`config.mk`:
```
export PLATFORM = sky130hd
export DESIGN_NAME = led_frame_sched_flat
export DESIGN_NICKNAME = d
export VERILOG_FILES = /design/src/rtl/led_pkg.sv /design/src/rtl/led_frame_sched_if.sv /design/src/rtl/rr_arb2.sv /design/src/rtl/led_frame_sched.sv /design/src/flat_wrapper.sv
export SDC_FILE = /design/constraint.sdc
export NUM_CORES = 1
export LEC_CHECK = 0
export ABC_AREA = 0
export CORE_MARGIN = 2
export CORE_UTILIZATION = 40
export CTS_CLUSTER_SIZE = 25
export DETAILED_ROUTE_END_ITERATION = 8
export DONT_BUFFER_PORTS = 1
export SETUP_SLACK_MARGIN = 0.2
export SLEW_MARGIN = 15
export SYNTH_ARGS = -nofsm -noshare
export SYNTH_HDL_FRONTEND = slang
export SYNTH_SLANG_ARGS = --single-unit
```
`constraint.sdc`:
```
create_clock -name clk -period 5.3 [get_ports clk]
set_input_delay 1.06 -clock clk [delete_from_list [all_inputs] [get_ports clk]]
set_output_delay 1.06 -clock clk [all_outputs]
set_load 0.01 [all_outputs]
```
`src/rtl/led_pkg.sv`:
```
// Shared types and defaults for the LED frame scheduler slice.
// Holds the GRB word type, the scheduler state encoding and default sizes.
// Also provides a small counter-width helper used by the top.
package led_pkg;

   typedef logic [23:0] grb_t;

   typedef enum logic [2:0] {
      IDLE,
      LOAD,
      ACK,
      START,
      WAIT_DONE,
      GAP
   } sched_state_t;

   localparam int LEDNUM_DEF         = 32;
   localparam int LATCH_CYCLES_DEF   = 4000;
   localparam int ADDR_W_DEF         = 6;
   localparam int TIMEOUT_CYCLES_DEF = 65535;

   // Bits needed to count 0..limit-1, never less than one bit
   function automatic int cnt_w(input int limit);
      return (limit > 1) ? $clog2(limit) : 1;
   endfunction

endpackage

```
`src/rtl/led_frame_sched_if.sv`:
```
// Bundle of the scheduler's source, frame-buffer, serializer and status signals.
// master = scheduler side, slave = surrounding capture/buffer/serializer side.
// Pure wiring, no logic.
interface led_frame_sched_if
   import led_pkg::*;
#(
   parameter int ADDR_W = ADDR_W_DEF
) ();

   logic [1:0]        src_req;
   logic [1:0]        src_ack;
   logic [ADDR_W-1:0] src_addr;
   grb_t              src_rdata0;
   grb_t              src_rdata1;
   logic              buf_we;
   logic [ADDR_W-1:0] buf_addr;
   grb_t              buf_wdata;
   logic              led_start;
   logic              led_done;
   logic [1:0]        grant;
   logic              busy;
   logic [15:0]       frame_cnt;
   logic              timeout_err;

   modport master (
      input  src_req, src_rdata0, src_rdata1, led_done,
      output src_ack, src_addr, buf_we, buf_addr, buf_wdata,
             led_start, grant, busy, frame_cnt, timeout_err
   );

   modport slave (
      output src_req, src_rdata0, src_rdata1, led_done,
      input  src_ack, src_addr, buf_we, buf_addr, buf_wdata,
             led_start, grant, busy, frame_cnt, timeout_err
   );

endinterface

```
`src/rtl/rr_arb2.sv`:
```
// Two-way round-robin arbiter; a tie goes to the source that did not win last.
// Grant is combinational from req; the last-winner pointer updates on upd.
// Reset points the pointer at source 1 so source 0 wins the first tie.
module rr_arb2 (
   input  logic       clk,
   input  logic       rst_n,
   input  logic [1:0] req,
   input  logic       upd,
   output logic [1:0] gnt
);

   logic last;

   // Lone requester wins; on a tie the source other than the last winner wins
   always_comb begin
      gnt = 2'b00;
      case (req)
         2'b01:   gnt = 2'b01;
         2'b10:   gnt = 2'b10;
         2'b11:   gnt = last ? 2'b01 : 2'b10;
         default: gnt = 2'b00;
      endcase
   end

   // Record the winner whenever a grant is committed
   always_ff @(posedge clk or negedge rst_n) begin
      if (!rst_n)
         last <= 1'b1;
      else if (upd && (gnt != 2'b00))
         last <= gnt[1];
   end

endmodule

```
`src/rtl/led_frame_sched.sv`:
```
// Frame scheduler: arbitrates two sources, copies LEDNUM words to the strip buffer,
// starts the serializer, waits for done (with timeout) and holds the latch gap.
// Request to led_start is LEDNUM+3 cycles; requests are levels so none are lost while busy.
module led_frame_sched
   import led_pkg::*;
#(
   parameter int LEDNUM         = LEDNUM_DEF,
   parameter int ADDR_W         = ADDR_W_DEF,
   parameter int LATCH_CYCLES   = LATCH_CYCLES_DEF,
   parameter int TIMEOUT_CYCLES = TIMEOUT_CYCLES_DEF
) (
   input  logic clk,
   input  logic ready,
   led_frame_sched_if.master bus
);

   localparam int LW = cnt_w(LEDNUM + 1);
   localparam int GW = cnt_w(LATCH_CYCLES);
   localparam int TW = cnt_w(TIMEOUT_CYCLES);

   sched_state_t state, state_nx;
   logic [1:0]   arb_gnt;
   logic         arb_upd;
   logic [1:0]   grant_q;
   logic [LW-1:0] ld_cnt;
   logic [GW-1:0] gap_cnt;
   logic [TW-1:0] tmo_cnt;
   logic [15:0]  frame_cnt_q;
   logic         err_q;
   logic         ld_last;
   logic         gap_last;
   logic         tmo_last;

   assign ld_last  = (ld_cnt  == LW'(LEDNUM));
   assign gap_last = (gap_cnt == GW'(LATCH_CYCLES - 1));
   assign tmo_last = (tmo_cnt == TW'(TIMEOUT_CYCLES - 1));

   rr_arb2 u_arb (
      .clk   (clk),
      .rst_n (ready),
      .req   (bus.src_req),
      .upd   (arb_upd),
      .gnt   (arb_gnt)
   );

   // State register
   always_ff @(posedge clk or negedge ready) begin
      if (!ready)
         state <= IDLE;
      else
         state <= state_nx;
   end

   // Next-state logic; the arbiter pointer only moves when a frame is actually taken
   always_comb begin
      state_nx = state;
      arb_upd  = 1'b0;
      case (state)
         IDLE: begin
            if (bus.src_req != 2'b00) begin
               state_nx = LOAD;
               arb_upd  = 1'b1;
            end
         end
         LOAD:      if (ld_last) state_nx = ACK;
         ACK:       state_nx = START;
         START:     state_nx = WAIT_DONE;
         WAIT_DONE: if (bus.led_done || tmo_last) state_nx = GAP;
         GAP:       if (gap_last) state_nx = IDLE;
         default:   state_nx = IDLE;
      endcase
   end

   // Copy, timeout and gap counters plus owner, frame count and sticky error
   always_ff @(posedge clk or negedge ready) begin
      if (!ready) begin
         grant_q     <= 2'b00;
         ld_cnt      <= '0;
         gap_cnt     <= '0;
         tmo_cnt     <= '0;
         frame_cnt_q <= 16'd0;
         err_q       <= 1'b0;
      end else begin
         ld_cnt  <= (state == LOAD && !ld_last) ? ld_cnt + LW'(1) : '0;
         gap_cnt <= (state == GAP && !gap_last) ? gap_cnt + GW'(1) : '0;
         if (state == START)
            tmo_cnt <= '0;
         else if (state == WAIT_DONE && !tmo_last)
            tmo_cnt <= tmo_cnt + TW'(1);
         if (state == IDLE && arb_gnt != 2'b00)
            grant_q <= arb_gnt;
         else if (state == GAP && gap_last)
            grant_q <= 2'b00;
         // A done arriving on the expiry cycle counts as a good frame
         if (state == WAIT_DONE) begin
            if (bus.led_done)
               frame_cnt_q <= frame_cnt_q + 16'd1;
            else if (tmo_last)
               err_q <= 1'b1;
         end
      end
   end

   // Outputs; the buffer write trails the source read by one cycle to match read latency
   always_comb begin
      bus.src_addr    = '0;
      bus.buf_we      = 1'b0;
      bus.buf_addr    = '0;
      bus.buf_wdata   = '0;
      if (state == LOAD) begin
         if (ld_cnt < LW'(LEDNUM))
            bus.src_addr = ADDR_W'(ld_cnt);
         if (ld_cnt != '0) begin
            bus.buf_we    = 1'b1;
            bus.buf_addr  = ADDR_W'(ld_cnt - LW'(1));
            bus.buf_wdata = grant_q[1] ? bus.src_rdata1 : bus.src_rdata0;
         end
      end
      bus.src_ack     = (state == ACK) ? grant_q : 2'b00;
      bus.led_start   = (state == START);
      bus.busy        = (state != IDLE);
      bus.grant       = grant_q;
      bus.frame_cnt   = frame_cnt_q;
      bus.timeout_err = err_q;
   end

endmodule

```
`src/flat_wrapper.sv`:
```
// flat-port wrapper written by rule: the top's interface ports become plain ports
module led_frame_sched_flat import led_pkg::*;
#(
   parameter int LEDNUM         = LEDNUM_DEF,
   parameter int ADDR_W         = ADDR_W_DEF,
   parameter int LATCH_CYCLES   = LATCH_CYCLES_DEF,
   parameter int TIMEOUT_CYCLES = TIMEOUT_CYCLES_DEF
)
  (clk, ready, bus_src_req, bus_src_rdata0, bus_src_rdata1, bus_led_done, bus_src_ack, bus_src_addr, bus_buf_we, bus_buf_addr, bus_buf_wdata, bus_led_start, bus_grant, bus_busy, bus_frame_cnt, bus_timeout_err);
  led_frame_sched_if #(.ADDR_W(ADDR_W)) bus_i ();
  input  logic clk;
  input  logic ready;
  input wire logic [$bits(bus_i.src_req)-1:0] bus_src_req;
  input wire logic [$bits(bus_i.src_rdata0)-1:0] bus_src_rdata0;
  input wire logic [$bits(bus_i.src_rdata1)-1:0] bus_src_rdata1;
  input wire logic [$bits(bus_i.led_done)-1:0] bus_led_done;
  output wire logic [$bits(bus_i.src_ack)-1:0] bus_src_ack;
  output wire logic [$bits(bus_i.src_addr)-1:0] bus_src_addr;
  output wire logic [$bits(bus_i.buf_we)-1:0] bus_buf_we;
  output wire logic [$bits(bus_i.buf_addr)-1:0] bus_buf_addr;
  output wire logic [$bits(bus_i.buf_wdata)-1:0] bus_buf_wdata;
  output wire logic [$bits(bus_i.led_start)-1:0] bus_led_start;
  output wire logic [$bits(bus_i.grant)-1:0] bus_grant;
  output wire logic [$bits(bus_i.busy)-1:0] bus_busy;
  output wire logic [$bits(bus_i.frame_cnt)-1:0] bus_frame_cnt;
  output wire logic [$bits(bus_i.timeout_err)-1:0] bus_timeout_err;
  assign bus_i.src_req = bus_src_req;
  assign bus_i.src_rdata0 = bus_src_rdata0;
  assign bus_i.src_rdata1 = bus_src_rdata1;
  assign bus_i.led_done = bus_led_done;
  assign bus_src_ack = bus_i.src_ack;
  assign bus_src_addr = bus_i.src_addr;
  assign bus_buf_we = bus_i.buf_we;
  assign bus_buf_addr = bus_i.buf_addr;
  assign bus_buf_wdata = bus_i.buf_wdata;
  assign bus_led_start = bus_i.led_start;
  assign bus_grant = bus_i.grant;
  assign bus_busy = bus_i.busy;
  assign bus_frame_cnt = bus_i.frame_cnt;
  assign bus_timeout_err = bus_i.timeout_err;
  led_frame_sched #(.LEDNUM(LEDNUM), .ADDR_W(ADDR_W), .LATCH_CYCLES(LATCH_CYCLES), .TIMEOUT_CYCLES(TIMEOUT_CYCLES)) u_core (.clk(clk), .ready(ready), .bus(bus_i));
endmodule
```
# Word-level counts from Yosys, hierarchy flattened
# Index checks and enable logic that the tools add are counted.
# totals
elab_cells	75
inputBits	53
output_inout_bits	60
regBits	57
# op_classes
magnitude_cmp	1
muxes	25
eq_ne	15
reduce_logical	20
bitwise	1
add_sub_neg	5
# op_table
operator	count
$mux 24	3
$add 16x1->16 const B	2
$mux 16	2
$mux 6	5
$pmux 3 s6	1
$eq 16x16->1 const B	1
$add 12x1->12 const B	1
$eq 12x12->1 const B	1
$mux 12	1
$mux 3	4
$mux 2	4
$ne 2x1->1 const B	4
$reduce_bool 2->1	4
$add 6x1->6 const B	1
$eq 3x2->1 const B	2
$eq 3x3->1 const B	2
$eq 6x6->1 const B	1
$logic_and 1x1->1	6
$lt 6x6->1 const B	1
$pmux 2 s3	1
$reduce_bool 6->1	1
$sub 6x1->6 const B	1
$eq 2x2->1 const B	2
$mux 1	4
10 further kinds	12

# Depth between registers and ports, before layout
# Gate-level depths: netlist of the first run.
# logic_depth
word_depth	5
depth_mapped	8
mapped_depth_nobuf	6

# By module
# Synthesis of the first run repeated with hierarchy kept, for this count alone.
# unflattened
cells_unflattened	367
area_unflattened_um2	3399.5
# modules_own_cells
module	seq_area_each_um2	area_per_inst_um2	cells_each	instances
led_frame_sched	1401.3	3343.2	361	1
rr_arb2	26.3	56.3	6	1

# Worst setup path after synthesis of the first run
# No wires, ideal clock.
# synth_path
kind	register to output
startpoint	register u_core.ld_cnt[0]
endpoint	output port bus_buf_wdata[0]
path_slack_ps	2665
arrival_time_ps	1575
stages_incl_launch_ff	8
n_path_buf	1
required_ps	4240
cell_sequence	dfrtp_1 > inv_1 > ha_1 > nor4b_1 > nand2b_1 > nand2_1 > clkbuf_1 > nor2_1
# synth_between
elab_chain_len	3
# synth_lines
item	line_no	source
start: declaration	led_frame_sched.sv:25	logic [LW-1:0] ld_cnt;
start signal: assignment	led_frame_sched.sv:84	ld_cnt <= (state == LOAD && !ld_last) ? ld_cnt + LW'(1) : '0;
$reduce_bool 6->1	led_frame_sched.sv:113	if (ld_cnt != '0) begin
$mux 24	led_frame_sched.sv:113	
$mux 24	led_frame_sched.sv:110	if (state == LOAD) begin
end: declaration	flat_wrapper.sv:21	output wire logic [$bits(bus_i.buf_wdata)-1:0] bus_buf_wdata;
# No other way between the ends.

# Worst setup path in the final report of the first run
# layout_path
startpoint	register u_core.ld_cnt[0]
endpoint	output port bus_buf_wdata[1]
# The elaborated chain is that of the path after synthesis.

==> run metrics, run 1 <==
fin crit share approximately 66%; worst path required time approximately 4.2 ns; Avg Inst Size Synth roughly 9.3 µm²; CP Launch Type flop; Seq/Total Area, Yosys roughly two fifths; critical path arrival between 2 and 2.5 ns; vias in the first global route approximately 2400; final hold violations 0; first-pass GRT wire length roughly 11 mm; status complete, no violations; H-tree depth 3; total global-route track usage 16.0%; WL/cell 15.5 µm; Reg-to-Reg End u_core.tmo_cnt[7]$_DFFE_PN0P_; Clock Pin Slew Worst Setup and Hold Paths 0.07 ns; drt first pass iters 4; endpoints failing setup 0; pin slew with the least headroom to its limit ~1.0 ns; DP HPWL 5.14 mm; Chip Width ~96 µm; critical path startpoint u_core.ld_cnt[0]$_DFF_PN0_; clock root cell clkbuf_8; routability cong. just under 0.8; initial antenna violation count 0; layout cells sized above 1 7.67%; async set-reset flop share out of synthesis between 90% and 100%; vias per cell around 5.6; nets@finish 420; CTS tree built; filler instances 770; final max-slew violation count 0; Critical Path End bus_buf_wdata[1]; die height 96.3 µm; Tmin final around 3.5 ns; Detailed Route WL ~7.3 mm; Site Rows 33; crit-path max FO 31; largest net degree at the start of global routing 58; Synth area leader dfrtp_1; path depth of the worst reg2reg path 6; LEAKAGE 1.61 nW; most frequent cells in the layout nor2_1 (56), dfrtp_1 (56), nand2_1 (29), mux2i_1 (29), nand3_1 (21); Final Skew 0.00982 ns; syn nets roughly 430; most area-consuming cells after synthesis dfrtp_1 (41%), mux2i_1 (8.5%), nor2_1 (6.2%), xnor2_1 (4.6%), xor2_1 (3.9%); fmax 285 MHz; Setup Buffers After CTS 0; initial cell density of the core 41.4%; Area Overhead vs Synth 9.22%; Post-route DRC 0; PortBufs 0; maximum ir drop on the vdd rail 0.000195 V; EDFF count, synth 0; setup_tns 0 ns; # hold bufs at CTS 0; Final Power 0.00171 W; drt first-iter violations 159; YS warnings 0; PwrDens around 460 nW/µm²; Antenna Cells 0; flop2flop setup slack a little over 3 ns; Core Util, Final between 40 and 50%; clock sinks 57; Synth top area share 41.1%; CTS Buf Count 9; maximum clock path buffer count 2; Gate Count Post-Synth about 370; Unique masters post-synth 49; vias between 2000 and 3000; Worst Setup End Kind primary output; Ports roughly 110; Die Area approximately 9300 µm²; reg-to-reg critical path startpoint u_core.tmo_cnt[0]$_DFFE_PN0P_; core area 8220 µm²; RSZ-0062 raised after global routing no; global route total overflow 0; worst-skew pair later-pin latency between 0.3 and 0.4 ns; top_reg_cell synth dfrtp_1; Max Cap Viol 0; worst rel slew slack a little under a third; #FFs+latches synth 57; Hold WC Path Type in2async; CTS resizes 0; synthesized cell area ~3400 µm²; Antenna Nets Post-Route 0; kind of critical path reg2out
worst max-delay path, stage by stage, from the launching register on:
cell and delay, ns:
dfrtp_1 0.45, inv_1 0.11, ha_1 0.14, nor4b_1 0.40
nand2b_1 0.10, nand2_1 0.68, nor2_1 0.22
through the flow:
stage | worst slack (ns) | cell area (µm²) | cells | hold WS, ns
floorplan | 2.67 | 3410 | 367 | 0.455
global placement | 2.26 | 3450 | 454 | 0.476
detailed placement | 2.11 | 3450 | 454 | 0.485
CTS | 1.73 | 3720 | 470 | 0.391
global route | 1.53 | 3720 | 470 | 0.382
finish | 1.79 | 3720 | 470 | 0.401
cell families after synthesis:
| logic type | share of synthesized area (%) |
|---|---|
| flip-flops | 41.9 |
| buffers and inverters | 3.64 |
| adder cells (fa/ha/maj) | 2.57 |
| multiplexers | 8.52 |
| other | 0.110 |
| XOR/XNOR | 8.49 |
| AO/OA/AOI/OAI | 6.06 |
| AND/OR/NAND/NOR | 28.7 |
state kept, by name, indices dropped and copies added, names as in the netlist:
signal and count:
u_core.bus.frame_cnt 16, u_core.bus.grant 2, u_core.bus.timeout_err 1, u_core.gap_cnt 12, u_core.ld_cnt 6, u_core.state 3
u_core.tmo_cnt 16, u_core.u_arb.last 1
area by class of cell:
cell class | instances | area (µm²) | share of cell area [%]
Inverter | 9 | 33.8 | 0.908
Sequential cell | 57 | 1430 | 38.4
Multi-Input combinational cell | 282 | 1850 | 49.8
Tap cell | 105 | 131 | 3.53
Timing Repair Buffer | 1 | 7.51 | 0.202
Clock inverter | 7 | 141 | 3.80
Clock buffer | 9 | 124 | 3.33
synth_stat cells, types with 3 or more instances:
library cell and number:
or4b_1 3, xor2_1 15, or4_1 7, xnor2_1 18, nand2b_1 5, mux2i_1 29
o41ai_1 3, nor2_1 56, inv_1 9, nor3_1 7, nand2_1 29, a21oi_1 15
ha_1 7, nor3b_1 4, nand3_1 21, buf_2 6, and2_1 7, and3_1 5
nand4_1 13, nor4_1 5, dfrtp_1 56, clkbuf_1 10, o31ai_1 7
routing by layer:
metal	up-vias	global-route usage (%)	wire length [µm]	share of wire [%]
met5	-	0	0	0
met4	0	6.19	91	1.2
met3	10	5.64	484	6.6
met2	84	24.6	3330	46
met1	1259	20.6	3390	46
li1	1279	-	-	-
how the worst min path moves through the flow:
stage,startpoint,end,slack (ns)
floorplan,u_core.gap_cnt[0]$_DFF_PN0_,u_core.gap_cnt[0]$_DFF_PN0_,0.45
detailed placement,u_core.gap_cnt[0]$_DFF_PN0_,u_core.gap_cnt[0]$_DFF_PN0_,0.48
finish,ready,u_core.ld_cnt[2]$_DFF_PN0_,0.40
CTS,ready,u_core.tmo_cnt[10]$_DFFE_PN0P_,0.39
global route,ready,u_core.bus.frame_cnt[11]$_DFFE_PN0P_,0.38
global placement,u_core.gap_cnt[0]$_DFF_PN0_,u_core.gap_cnt[0]$_DFF_PN0_,0.48
power by group:
group / total (W) / switching [W] / internal (W)
Sequential: 0.000566 / 0.0000807 / 0.000486
Clock: 0.000548 / 0.000188 / 0.000360
Combinational: 0.000590 / 0.000395 / 0.000195
Total: 0.00171 / 0.000664 / 0.00104
No activity file was read; power rests on OpenSTA's default activity.
==> inputs of run 2 (changes only) <==
clock period = 3.4 ns   (was 5.3 ns; I/O delays follow)
==> run metrics, run 2 (synthesized netlist as in run 1, its figures left out) <==
status complete, no violations (unchanged); Detailed Route WL 7.35 mm (was 7.29 mm); CP max stage delay 0.45 ns (was 0.68 ns); clock sinks 57 (unchanged); critical-path cell list inv_1 > ha_1 > nor4b_1 > nand2b_1 > nand2_1 > buf_4 > nor2_1 (was inv_1 > ha_1 > nor4b_1 > nand2b_1 > nand2_1 > nor2_1); core area 8220 µm² (unchanged); WL/cell 15.6 µm (was 15.5 µm); # hold bufs at CTS 0 (unchanged); Antenna Nets Post-Route 0 (unchanged); Setup Buffers After CTS 0 (unchanged); clock root cell clkbuf_8 (unchanged); crit-path max FO 31 (unchanged); grt met2 use 24.4% (was 24.6%); PortBufs 0 (unchanged); Die Area 9270 µm² (unchanged); Setup WS pre-CTS 0.998 ns (was 2.11 ns); worst rel slew slack 29.2% (was 30.4%); Ports 113 (unchanged); Area Overhead vs Synth 8.08% (was 9.22%); Site Rows 33 (unchanged); CP Launch Type flop (unchanged); CTS tree built (unchanged); post-placement cell count 455 (was 454); fmax about 360 MHz; kind of critical path reg2out (unchanged); Max Cap Viol 0 (unchanged); Largest delay share family, worst path simple AND/OR/NAND/NOR gates (unchanged); met1 usage 21.8% (was 20.6%); vias 2577 (was 2632); layout cells sized above 1 7.92% (was 7.67%); setup_tns 0 ns (unchanged); DP HPWL 5.13 mm (was 5.14 mm); initial antenna violation count 0 (unchanged); endpoints failing setup 0 (unchanged); Slowest cell on crit path dfrtp_1 (was nand2_1); maximum clock path buffer count 2 (unchanged); storage element area 1430 µm² (unchanged); drt first-iter violations 130 (was 159); worst path required time 2.72 ns (was 4.24 ns); vias in the first global route 2415 (was 2444); most frequent cells in the layout nor2_1 (56), dfrtp_1 (56), nand2_1 (29), mux2i_1 (29), nand3_1 (21) (unchanged); H-tree depth 3 (unchanged); final std cells w/o fill 471 (was 470); CTS resizes 0 (unchanged); Tmin final roughly 2.8 ns; Post-route DRC 0 (unchanged); drt first pass iters 4 (unchanged); final hold violations 0 (unchanged); largest net degree at the start of global routing 58 (unchanged); final max-slew violation count 0 (unchanged); critical path arrival 2.08 ns (was 2.45 ns); worst-skew pair later-pin latency 0.34 ns (was 0.35 ns); Final Skew 0.00882 ns (was 0.00982 ns); Chip Width 96.3 µm (unchanged); nets@finish 421 (was 420); Worst Path Buf+Inv 2 (was 1); M3 GR Usage 4.39% (was 5.64%); total global-route track usage 16.3% (was 16.0%); RSZ-0062 raised after global routing no (unchanged); pin slew with the least headroom to its limit 1.05 ns (was 1.04 ns); Antenna Cells 0 (unchanged); vias per cell 5.47 (was 5.60); initial cell density of the core 41.4% (unchanged); Final Power 0.00253 W (was 0.00171 W); CTS Buf Count 9 (unchanged); Top Usage Layer GRT met2 (unchanged); PwrDens 688 nW/µm² (was 458 nW/µm²); maximum ir drop on the vdd rail 0.000280 V (was 0.000195 V); Worst Setup End Kind primary output (unchanged); multi-input logic area 1850 µm² (unchanged); filler instances 765 (was 770); global route total overflow 0 (unchanged); setup ws final 0.637 ns (was 1.79 ns); LEAKAGE 1.60 nW (was 1.61 nW); Clock Pin Slew Worst Setup and Hold Paths 0.07 ns (about the same); die height 96.3 µm (unchanged); first-pass GRT wire length 11.7 mm (was 11.5 mm); routability cong. 0.782 (was 0.773); fin crit share 81.3%; Hold WC Path Type in2async (unchanged)
[run 2: worst paths after layout]
| check | from | end | slack, ns | cells after the start |
|---|---|---|---|---|
| worst min register to register | u_core.gap_cnt[0]$_DFF_PN0_ | u_core.gap_cnt[0]$_DFF_PN0_ | 0.49 | 1 |
| worst min-delay path | ready | u_core.bus.grant[0]$_DFFE_PN0P_ | 0.03 | 0 |
| worst max-delay path | u_core.ld_cnt[0]$_DFF_PN0_ | bus_buf_wdata[6] | 0.64 | 7 |
| worst max register to register | u_core.tmo_cnt[0]$_DFFE_PN0P_ | u_core.tmo_cnt[7]$_DFFE_PN0P_ | 1.14 | 6 |
| min in group clk | bus_src_req[0] | u_core.u_arb.last$_DFFE_PN1P_ | 0.40 | 1 |
| max in group asynchronous | ready | u_core.u_arb.last$_DFFE_PN1P_ | 3.18 | 0 |
[run 2: stage by stage]
stage / instance area (µm²) / util [%] / hold WS (ns)
after global routing: 3680 / 44.8 / 0.00362
after floorplan: 3410 / - / 0.384
final: 3680 / 44.8 / 0.0276
after CTS: 3680 / 44.8 / 0.0146
after global placement: 3460 / 42.1 / 0.386
after detailed placement: 3460 / 42.1 / 0.386
[run 2: per-layer routing]
metal,part of all wire [%],up-vias
met2,46,67
met5,0,-
met1,47,1221
met4,1.4,0
met3,6.0,10
li1,-,1279
[run 2: cell type report]
cell class	instances	share of cell area, %
flip-flops and latches	57	38.8
repair buffers	2	0.408
clock buffers	9	3.37
multi-input cells	282	50.4
inverters	9	0.918
well taps	105	3.57
clock inverters	7	2.58
[run 2: power breakdown]
group / switching (W) / leakage [nW] / internal, W
registers: 0.000178 / 0.773 / 0.000756
logic: 0.000574 / 0.714 / 0.000320
clock network: 0.000295 / 0.109 / 0.000412
total: 0.00105 / 1.60 / 0.00149
==> inputs of run 3 (changes only) <==
clock period = 2.89 ns   (was 3.4 ns; I/O delays follow)
==> run metrics, run 3 (synthesized netlist as in run 1, its figures left out) <==
status complete, no violations (unchanged); CP max stage delay 0.44 ns (was 0.45 ns); die height 96.3 µm (unchanged); clock power share 26.3% (was 27.9%); Final Power 0.00293 W (was 0.00253 W); Detailed Route WL 7.30 mm (was 7.35 mm); maximum clock path buffer count 2 (unchanged); Max Cap Viol 0 (unchanged); Antenna Nets Post-Route 0 (unchanged); PwrDens 789 nW/µm² (was 688 nW/µm²); NetSw 0.00121 W (was 0.00105 W); PortBufs 0 (unchanged); Comb power frac 38.2% (was 35.3%); final hold violations 0 (unchanged); met1 usage 19.9% (was 21.8%); Tmin final 2.45 ns; DP HPWL 5.18 mm (was 5.13 mm); vias in the first global route 2346 (was 2415); maximum ir drop on the vdd rail 0.000279 V (was 0.000280 V); nets@finish 423 (was 421); Site Rows 33 (unchanged); worst-skew pair later-pin latency 0.34 ns (about the same); Chip Width 96.3 µm (unchanged); first-pass GRT wire length 11.4 mm (was 11.7 mm); worst rel slew slack 62.5% (was 29.2%); flop2flop setup slack 0.89 ns (was 1.14 ns); CTS Buf Count 9 (unchanged); CP Launch Type flop (unchanged); core area 8220 µm² (unchanged); endpoints failing setup 0 (unchanged); vias 2646 (was 2577); Final Skew 0.00915 ns (was 0.00882 ns); RSZ-0062 raised after global routing no (unchanged); Slowest cell on crit path dfrtp_1 (unchanged); Hold WC Path Type in2async (unchanged); filler instances 764 (was 765); Die Area 9270 µm² (unchanged); Sw Share 41.4% (was 41.3%); Area Overhead vs Synth 8.93% (was 8.08%); drt first-iter violations 124 (was 130); critical path arrival 1.87 ns (was 2.08 ns); CTS tree built (unchanged); Antenna Cells 0 (unchanged); most frequent cells in the layout nor2_1 (56), dfrtp_1 (56), nand2_1 (29), mux2i_1 (29), nand3_1 (21) (unchanged); Worst Setup End Kind primary output (unchanged); final max-slew violation count 0 (unchanged); Flop pwr share 35.5% (was 36.8%); worst path required time 2.31 ns (was 2.72 ns); Worst Path Buf+Inv 2 (unchanged); fin crit share ~85%; total global-route track usage 15.9% (was 16.3%); fmax 408 MHz; routability cong. 0.786 (was 0.782); pin slew with the least headroom to its limit 0.559 ns (was 1.05 ns); Largest delay share family, worst path simple AND/OR/NAND/NOR gates (unchanged); drt first pass iters 4 (unchanged); Internal 0.00172 W (was 0.00149 W); clock root cell clkbuf_8 (unchanged); crit-path max FO 31 (unchanged); Clock Pin Slew Worst Setup and Hold Paths 0.07 ns (about the same); critical-path cell list inv_1 > ha_1 > nor4b_2 > nand2b_1 > nand2_1 > buf_4 > nor2_1 (was inv_1 > ha_1 > nor4b_1 > nand2b_1 > nand2_1 > buf_4 > nor2_1); Setup Buffers After CTS 0 (unchanged); LEAKAGE 1.61 nW (was 1.60 nW); kind of critical path reg2out (unchanged); layout cells sized above 1 8.42% (was 7.92%); clock sinks 57 (unchanged); M3 GR Usage 4.86% (was 4.39%); Ports 113 (unchanged); Top Usage Layer GRT met2 (unchanged); largest net degree at the start of global routing 57 (was 58); grt met2 use 25.5% (was 24.4%); initial antenna violation count 0 (unchanged); Post-route DRC 0 (unchanged); vias per cell 5.59 (was 5.47); WL/cell 15.4 µm (was 15.6 µm); global route total overflow 0 (unchanged); setup_tns 0 ns (unchanged); H-tree depth 3 (unchanged); initial cell density of the core 41.4% (unchanged); Core Util, Final 45.2% (was 44.8%)
-- run 3: power groups by stage --
stage,Sequential [W],Combinational [W],Clock [W]
after floorplan,0.000965,0.000886,0
after global placement,0.00105,0.00109,0
after detailed placement,0.00105,0.00111,0
after CTS,0.00104,0.00113,0.000788
after global routing,0.00106,0.00127,0.000821
final,0.00104,0.00112,0.000769
-- run 3: path summary, 6_finish.rpt --
kind / startpoint / end / cells after the start
hold reg to reg: u_core.gap_cnt[0]$_DFF_PN0_ / u_core.gap_cnt[0]$_DFF_PN0_ / 1
min in group clk: bus_src_req[0] / u_core.u_arb.last$_DFFE_PN1P_ / 1
setup reg to reg: u_core.state[2]$_DFFE_PN0P_ / u_core.tmo_cnt[13]$_DFFE_PN0P_ / 4
max in group asynchronous: ready / u_core.gap_cnt[1]$_DFF_PN0_ / 1
hold / removal: ready / u_core.u_arb.last$_DFFE_PN1P_ / 0
setup / recovery: u_core.ld_cnt[0]$_DFF_PN0_ / bus_buf_wdata[1] / 7
-- run 3: per-layer routing --
metal  vias up  part of all wire, %
met5         -                    0
met2        79                   47
met1      1280                   45
met3         4                  6.6
li1       1283                    -
met4         0                 0.84
-- run 3: area by class of cell --
class | instances | area (µm²) | area share [%]
multi-input cells | 282 | 1860 | 50.2
flip-flops and latches | 57 | 1430 | 38.5
clock buffers | 12 | 155 | 4.18
well taps | 105 | 131 | 3.54
clock inverters | 4 | 51.3 | 1.38
repair buffers | 4 | 50.0 | 1.35
inverters | 9 | 33.8 | 0.911
-- run 3: stage by stage --
step	instances	hold WS (ns)	setup slack, ns	instance area, µm²
2_1_floorplan	367	0.282	0.737	3410
3_3_place_gp	456	0.284	0.698	3470
3_5_place_dp	456	0.284	0.629	3470
4_1_cts	473	0.0654	0.247	3700
5_1_grt	473	0.0630	0.297	3710
6_report	473	0.0877	0.439	3710
-- run 3: what timing repair did --
action | in CTS | in global routing
endpoints found under the hold margin | 56 | 0
hold buffers | 1 | 0
resized for setup | 0 | 1
endpoints found under the setup margin | 0 | 31
